$ cat config.mk
export PLATFORM = sky130hd
export DESIGN_NAME = vend_sequencer_flat
export DESIGN_NICKNAME = d
export VERILOG_FILES = /design/src/rtl/vend_pkg.sv /design/src/rtl/vend_sequencer_if.sv /design/src/rtl/vend_change_dispenser.sv /design/src/rtl/vend_sequencer.sv /design/src/flat_wrapper.sv
export SDC_FILE = /design/constraint.sdc
export NUM_CORES = 1
export LEC_CHECK = 0
export CAP_MARGIN = 5
export CORE_MARGIN = 8
export CORE_UTILIZATION = 50
export DETAILED_ROUTE_END_ITERATION = 10
export GPL_TIMING_DRIVEN = 0
export HOLD_SLACK_MARGIN = 0.12
export PLACE_DENSITY = 0.75
export SYNTH_ARGS = -nofsm -noshare
export SYNTH_HDL_FRONTEND = slang
export SYNTH_SLANG_ARGS = --single-unit
$ cat constraint.sdc
create_clock -name clk_i -period 6 [get_ports clk_i]
set_clock_uncertainty 0.05 [all_clocks]
set_input_delay 1.2 -clock clk_i [delete_from_list [all_inputs] [get_ports clk_i]]
set_output_delay 1.2 -clock clk_i [all_outputs]
set_load 0.01 [all_outputs]
$ cat src/rtl/vend_pkg.sv
// Shared encodings for the vending transaction controller: FSM states, coin values and the
// dispenser coin codes, plus the greedy change rule used when paying out.
package vend_pkg;

    typedef enum logic [2:0] {
        StIdle,
        StCollect,
        StVend,
        StChange,
        StGap,
        StFault
    } vend_state_e;

    typedef enum logic [1:0] {
        DispNone = 2'b00,
        Disp5    = 2'b01,
        Disp10   = 2'b10,
        Disp20   = 2'b11
    } disp_coin_e;

    localparam int unsigned Coin5Val  = 1;
    localparam int unsigned Coin10Val = 2;
    localparam int unsigned Coin20Val = 4;

    // Largest coin not exceeding the amount, so the remaining credit can never underflow.
    function automatic disp_coin_e greedy_coin(input int unsigned amount);
        if (amount >= Coin20Val) begin
            return Disp20;
        end else if (amount >= Coin10Val) begin
            return Disp10;
        end else begin
            return Disp5;
        end
    endfunction

    function automatic int unsigned coin_value(input disp_coin_e coin);
        case (coin)
            Disp20:  return Coin20Val;
            Disp10:  return Coin10Val;
            Disp5:   return Coin5Val;
            default: return 0;
        endcase
    endfunction

endpackage

$ cat src/rtl/vend_sequencer_if.sv
// Coin acceptor / dispenser / status bundle of the vending controller.
// The slave side is the controller itself; the master side drives coins and acks.
interface vend_sequencer_if #(
    parameter int unsigned CREDIT_W = 4
);
    logic                c5;
    logic                c10;
    logic                c20;
    logic                cancel;
    logic                disp_ack;
    logic                accepting;
    logic                coin_reject;
    logic                done;
    logic                disp_req;
    logic [1:0]          disp_coin;
    logic [CREDIT_W-1:0] credit;
    logic                fault;

    modport slave (
        input  c5, c10, c20, cancel, disp_ack,
        output accepting, coin_reject, done, disp_req, disp_coin, credit, fault
    );

    modport master (
        output c5, c10, c20, cancel, disp_ack,
        input  accepting, coin_reject, done, disp_req, disp_coin, credit, fault
    );
endinterface

$ cat src/rtl/vend_change_dispenser.sv
// Pays out the amount presented while active, one greedy coin per req/ack handshake,
// and flags a timeout when the dispenser leaves a request unacknowledged too long.
module vend_change_dispenser
    import vend_pkg::*;
#(
    parameter int unsigned CREDIT_W    = 4,
    parameter int unsigned ACK_TIMEOUT = 15
) (
    input  logic                clk_i,
    input  logic                rst_ni,
    input  logic                active_i,
    input  logic [CREDIT_W-1:0] amount_i,
    input  logic                ack_i,
    output logic                req_o,
    output logic [1:0]          coin_o,
    output logic                dec_o,
    output logic [CREDIT_W-1:0] dec_val_o,
    output logic                timeout_o
);
    localparam int unsigned CntW = $clog2(ACK_TIMEOUT + 1);

    logic [CntW-1:0] wait_cnt_q, wait_cnt_d;
    disp_coin_e      coin;

    // The amount only changes on an accepted ack, so the coin stays stable while requesting.
    always_comb begin
        coin       = greedy_coin(32'(amount_i));
        req_o      = active_i;
        coin_o     = active_i ? coin : DispNone;
        dec_o      = active_i && ack_i;
        dec_val_o  = CREDIT_W'(coin_value(coin));
        timeout_o  = active_i && !ack_i && (wait_cnt_q == CntW'(ACK_TIMEOUT - 1));
        wait_cnt_d = '0;
        if (active_i && !ack_i) begin
            wait_cnt_d = wait_cnt_q + 1'b1;
        end
    end

    always_ff @(posedge clk_i or negedge rst_ni) begin
        if (!rst_ni) begin
            wait_cnt_q <= '0;
        end else begin
            wait_cnt_q <= wait_cnt_d;
        end
    end

endmodule

$ cat src/rtl/vend_sequencer.sv
// Vending transaction controller: coin arbitration, credit register and top-level sequencing.
// Change and refunds are paid out through vend_change_dispenser.
module vend_sequencer
    import vend_pkg::*;
#(
    parameter int unsigned PRICE       = 4,
    parameter int unsigned CREDIT_W    = 4,
    parameter int unsigned MAX_CREDIT  = 15,
    parameter int unsigned ACK_TIMEOUT = 15
) (
    input logic             clk_i,
    input logic             rst_ni,
    vend_sequencer_if.slave bus
);
    localparam int unsigned SumW = CREDIT_W + 1;

    vend_state_e         state_q, state_d;
    logic [CREDIT_W-1:0] credit_q, credit_d;
    logic [2:0]          coin_val_q, coin_val_d;
    logic                coin_vld_q, coin_vld_d;
    logic                coin_lost_q, coin_lost_d;
    logic                reject_q, reject_d;

    logic [SumW-1:0]     credit_sum;
    logic                collecting;
    logic                cancel_take;
    logic                coin_ok;
    logic                disp_req;
    logic                disp_dec;
    logic                disp_timeout;
    logic [1:0]          disp_coin;
    logic [CREDIT_W-1:0] disp_dec_val;

    // The winning coin is registered and credited one cycle after sampling.
    always_comb begin
        coin_vld_d  = bus.c20 | bus.c10 | bus.c5;
        coin_lost_d = (bus.c20 & (bus.c10 | bus.c5)) | (bus.c10 & bus.c5);
        if (bus.c20) begin
            coin_val_d = 3'(Coin20Val);
        end else if (bus.c10) begin
            coin_val_d = 3'(Coin10Val);
        end else if (bus.c5) begin
            coin_val_d = 3'(Coin5Val);
        end else begin
            coin_val_d = '0;
        end
    end

    always_comb begin
        credit_sum  = {1'b0, credit_q} + SumW'(coin_val_q);
        collecting  = (state_q == StIdle) || (state_q == StCollect);
        cancel_take = bus.cancel && (state_q == StCollect);
        coin_ok     = coin_vld_q && collecting && !cancel_take &&
                      (credit_sum <= SumW'(MAX_CREDIT));
        reject_d    = coin_lost_q || (coin_vld_q && !coin_ok);
    end

    always_comb begin
        state_d  = state_q;
        credit_d = credit_q;
        if (coin_ok) begin
            credit_d = credit_sum[CREDIT_W-1:0];
        end
        unique case (state_q)
            StIdle: begin
                if (coin_ok) begin
                    state_d = StCollect;
                end
            end
            StCollect: begin
                if (cancel_take) begin
                    state_d = StChange;
                end else if (credit_q >= CREDIT_W'(PRICE)) begin
                    state_d = StVend;
                end
            end
            StVend: begin
                credit_d = credit_q - CREDIT_W'(PRICE);
                state_d  = (credit_q == CREDIT_W'(PRICE)) ? StIdle : StChange;
            end
            StChange: begin
                if (disp_dec) begin
                    credit_d = credit_q - disp_dec_val;
                    state_d  = StGap;
                end else if (disp_timeout) begin
                    state_d = StFault;
                end
            end
            StGap: begin
                state_d = (credit_q != '0) ? StChange : StIdle;
            end
            StFault: begin
                state_d = StFault;
            end
            default: begin
                state_d = StIdle;
            end
        endcase
    end

    always_ff @(posedge clk_i or negedge rst_ni) begin
        if (!rst_ni) begin
            state_q     <= StIdle;
            credit_q    <= '0;
            coin_val_q  <= '0;
            coin_vld_q  <= 1'b0;
            coin_lost_q <= 1'b0;
            reject_q    <= 1'b0;
        end else begin
            state_q     <= state_d;
            credit_q    <= credit_d;
            coin_val_q  <= coin_val_d;
            coin_vld_q  <= coin_vld_d;
            coin_lost_q <= coin_lost_d;
            reject_q    <= reject_d;
        end
    end

    vend_change_dispenser #(
        .CREDIT_W    (CREDIT_W),
        .ACK_TIMEOUT (ACK_TIMEOUT)
    ) u_dispenser (
        .clk_i     (clk_i),
        .rst_ni    (rst_ni),
        .active_i  (state_q == StChange),
        .amount_i  (credit_q),
        .ack_i     (bus.disp_ack),
        .req_o     (disp_req),
        .coin_o    (disp_coin),
        .dec_o     (disp_dec),
        .dec_val_o (disp_dec_val),
        .timeout_o (disp_timeout)
    );

    assign bus.accepting   = collecting;
    assign bus.coin_reject = reject_q;
    assign bus.done        = (state_q == StVend);
    assign bus.disp_req    = disp_req;
    assign bus.disp_coin   = disp_coin;
    assign bus.credit      = credit_q;
    assign bus.fault       = (state_q == StFault);

endmodule

$ cat src/flat_wrapper.sv
// flat-port wrapper written by rule: the top's interface ports become plain ports
module vend_sequencer_flat import vend_pkg::*;
#(
    parameter int unsigned PRICE       = 4,
    parameter int unsigned CREDIT_W    = 4,
    parameter int unsigned MAX_CREDIT  = 15,
    parameter int unsigned ACK_TIMEOUT = 15
)
  (clk_i, rst_ni, bus_c5, bus_c10, bus_c20, bus_cancel, bus_disp_ack, bus_accepting, bus_coin_reject, bus_done, bus_disp_req, bus_disp_coin, bus_credit, bus_fault);
  vend_sequencer_if #(.CREDIT_W(CREDIT_W)) bus_i ();
  input logic clk_i;
  input logic rst_ni;
  input wire logic [$bits(bus_i.c5)-1:0] bus_c5;
  input wire logic [$bits(bus_i.c10)-1:0] bus_c10;
  input wire logic [$bits(bus_i.c20)-1:0] bus_c20;
  input wire logic [$bits(bus_i.cancel)-1:0] bus_cancel;
  input wire logic [$bits(bus_i.disp_ack)-1:0] bus_disp_ack;
  output wire logic [$bits(bus_i.accepting)-1:0] bus_accepting;
  output wire logic [$bits(bus_i.coin_reject)-1:0] bus_coin_reject;
  output wire logic [$bits(bus_i.done)-1:0] bus_done;
  output wire logic [$bits(bus_i.disp_req)-1:0] bus_disp_req;
  output wire logic [$bits(bus_i.disp_coin)-1:0] bus_disp_coin;
  output wire logic [$bits(bus_i.credit)-1:0] bus_credit;
  output wire logic [$bits(bus_i.fault)-1:0] bus_fault;
  assign bus_i.c5 = bus_c5;
  assign bus_i.c10 = bus_c10;
  assign bus_i.c20 = bus_c20;
  assign bus_i.cancel = bus_cancel;
  assign bus_i.disp_ack = bus_disp_ack;
  assign bus_accepting = bus_i.accepting;
  assign bus_coin_reject = bus_i.coin_reject;
  assign bus_done = bus_i.done;
  assign bus_disp_req = bus_i.disp_req;
  assign bus_disp_coin = bus_i.disp_coin;
  assign bus_credit = bus_i.credit;
  assign bus_fault = bus_i.fault;
  vend_sequencer #(.PRICE(PRICE), .CREDIT_W(CREDIT_W), .MAX_CREDIT(MAX_CREDIT), .ACK_TIMEOUT(ACK_TIMEOUT)) u_core (.clk_i(clk_i), .rst_ni(rst_ni), .bus(bus_i));
endmodule
==> summary.txt <==
Timing
  – Highest Clock Rate: 289 MHz
  – TNS Setup: 0 ps
  – Fin. Hold Viols: 0
  – Hold Worst Slack: 401 ps
  – Setup violators final: 0
  – Period utilization: 0.576
  – Worst Tran Pin Value: 714 ps
  – Rel. slew slack: 0.522
  – Minimum clock period: 3460 ps
  – RSZ-0062 raised after global routing: false
  – Final Max Tran Viols: 0

Detailed routing
  – DRT Pass-1 Iters: 4
  – Via density: 5.80
  – Vias: 951
  – Post-route ant nets: 0
  – DR WL/cell: 14.4 um
  – WL final: 2370 um
  – DR DRC count: 0
  – Starting DRT DRC Count: 39

Logic synthesis
  – Synth Flop Type: dfrtp_1
  – Total number of yosys warnings: 0
  – Synth cell types: 46
  – Mapped Area: 0.00116 mm^2
  – Post-synthesis sequential area ratio: 0.368
  – Asr flop ratio synth: 1.00
  – Flops & latches, synth: 17
  – Mapped Nets: 133
  – Synth Instances: 115
  – Syn Area/Cell: 10.1 um^2
  – Post-synth EDFFs: 0

Final layout
  – Finished Layout Cells: 164
  – Layout cell share with drive strength beyond 1: 0.110
  – Final instance area: 0.00139 mm^2
  – Final #Nets: 155
  – Area Growth Syn to Fin: 20.0%
  – Util after Layout: 0.633
  – Ant. Diodes: 0
  – Commonest cells after routing, fill and taps aside: clkdlybuf4s50_1 (17), dfrtp_1 (17), inv_1 (10), ha_1 (9), nor2_1 (8)

Clock network
  – Hold_buf cts: 0
  – Post-CTS resize count: 0
  – Latest clock arrival within the worst-skew pair: 280 ps
  – Longest Clk Path Bufs: 2
  – H-tree Lvls: 1
  – CTS Root Cell: clkbuf_4
  – Post-CTS Setup Bufs: 0
  – CTS Buf Count: 3
  – Clock-pin slew on the worst setup and hold paths: 90 ps
  – CTS tree: yes
  – Clk sinks: 17

Power and ir drop
  – Maximum VDD drop: 232 uV
  – Power Dens Cells: 499 mW/mm^2
  – Leakage: 0.619 nW

Global routing
  – Largest net degree at the start of global routing: 18
  – Grt ovf: 0
  – Vias in the first global route: 952
  – First-pass GRT wire length: 4110 um
  – All-Layer GR Usage: 0.121
  – Initial antenna violation count: 0

Floorplanning
  – Cell Rows: 17
  – Io pins: 18
  – Die H: 64.1 um
  – Die W: 64.1 um
  – Initial Utilization: 0.528
  – Die Area: 0.00411 mm^2
  – Core area: 0.00219 mm^2

Worst setup path
  – Crit Path Class: reg2out
  – Worst r2r path cells: 11
  – Arrival time worst endpoint: 2210 ps
  – Crit Path Max Fanout: 13
  – Crit path launch type: flip-flop
  – R2r setup slk: 3230 ps
  – Worst path required time: 4750 ps
  – Endpoint type of the worst setup path: output port

Min path
  – Hold Path Cell Cnt: 1
  – Hold Crit Class: reg2reg

Placement
  – Routability Congestion: 0.800
  – Post-detail-place hpwl: 1870 um
  – Placement Cell Area: 0.00136 mm^2
  – I/O Buffers: 17
  – Placed cells: 160

Flow run
  – Max-cap violations: 0

Outcome
  – Outcome: finished clean
[flip-flops by register name, summed over array words and instances, names as in the netlist]
register,count
u_core.coin_vld_q,1
u_core.coin_val_q,3
u_core.u_dispenser.wait_cnt_q,4
u_core.bus.coin_reject,1
u_core.coin_lost_q,1
u_core.state_q,3
u_core.bus.credit,4
[final timing paths]
| check | endpoint | start |
|---|---|---|
| setup / recovery | bus_disp_coin[1] | u_core.bus.credit[1] |
| setup reg to reg | u_core.bus.credit[2] | u_core.bus.credit[3] |
| hold / removal | u_core.bus.coin_reject | u_core.coin_lost_q |
| hold reg to reg | u_core.bus.coin_reject | u_core.coin_lost_q |
| min in group asynchronous | u_core.u_dispenser.wait_cnt_q[2] | rst_ni |
| max in group asynchronous | u_core.bus.credit[0] | rst_ni |
[routing by layer]
metal | wire length (um) | vias to the layer above | share of wire | track usage
li1 | - | 455 | - | -
met1 | 1050 | 474 | 0.44 | 0.140
met2 | 1180 | 18 | 0.50 | 0.207
met3 | 106 | 4 | 0.045 | 0.0279
met4 | 24 | 0 | 0.010 | 0.0501
met5 | 0 | - | 0 | 0
[where the power goes]
group          internal [W]  total [W]  leakage, nW  switching, W
Combinational      0.000216   0.000435        0.395      0.000219
Clock             0.0000258  0.0000573       0.0150     0.0000315
Sequential         0.000145   0.000200        0.209     0.0000550
Total              0.000386   0.000692        0.619      0.000305
[synth_stat cells, types with 2 or more instances]
cell type   n  area (um^2)
ha_1        9          113
o21ai_0     5         25.0
xnor2_1     2         17.5
nand2b_1    3         18.8
o22ai_1     3         18.8
nor3_1      4         20.0
inv_1      10         37.5
nand2_1     5         18.8
nor3b_1     2         15.0
nor2b_1     3         18.8
a21o_1      4         30.0
xor2_1      2         17.5
dfrtp_1    17          425
a21oi_1     6         30.0
nor2_1      8         30.0
fa_1        2         40.0
[layout make-up]
cell class                      instances  area [um^2]
Buffer                                  3         16.3
Clock buffer                            4         26.3
Fill cell                             194          803
Inverter                               10         37.5
Multi-Input combinational cell         85          677
Sequential cell                        17          425
Tap cell                               28         35.0
Timing Repair Buffer                   17          170
[per-stage QoR]
step	total power, W	setup WS [ps]
after floorplan	0.000488	3380
after global placement	0.000623	2860
after detailed placement	0.000632	2850
after CTS	0.000694	2530
after global routing	0.000752	2390
final	0.000692	2540
[kinds of logic after synthesis]
family	Yosys count	synth area share
fa+ha+maj	12	0.141
buf+inv	13	0.0465
mux	1	0.00974
compound gates	34	0.222
flops	17	0.368
xor+xnor	4	0.0303
simple gates	34	0.183
[worst max-delay path, stage by stage, from the launching register on]
cell and delay [ps]:
dfrtp_1 580, nor4b_4 360, nor2b_1 120, and2b_2 220, nor2_1 100, clkdlybuf4s50_1 550
No activity file was read; power rests on OpenSTA's default activity.
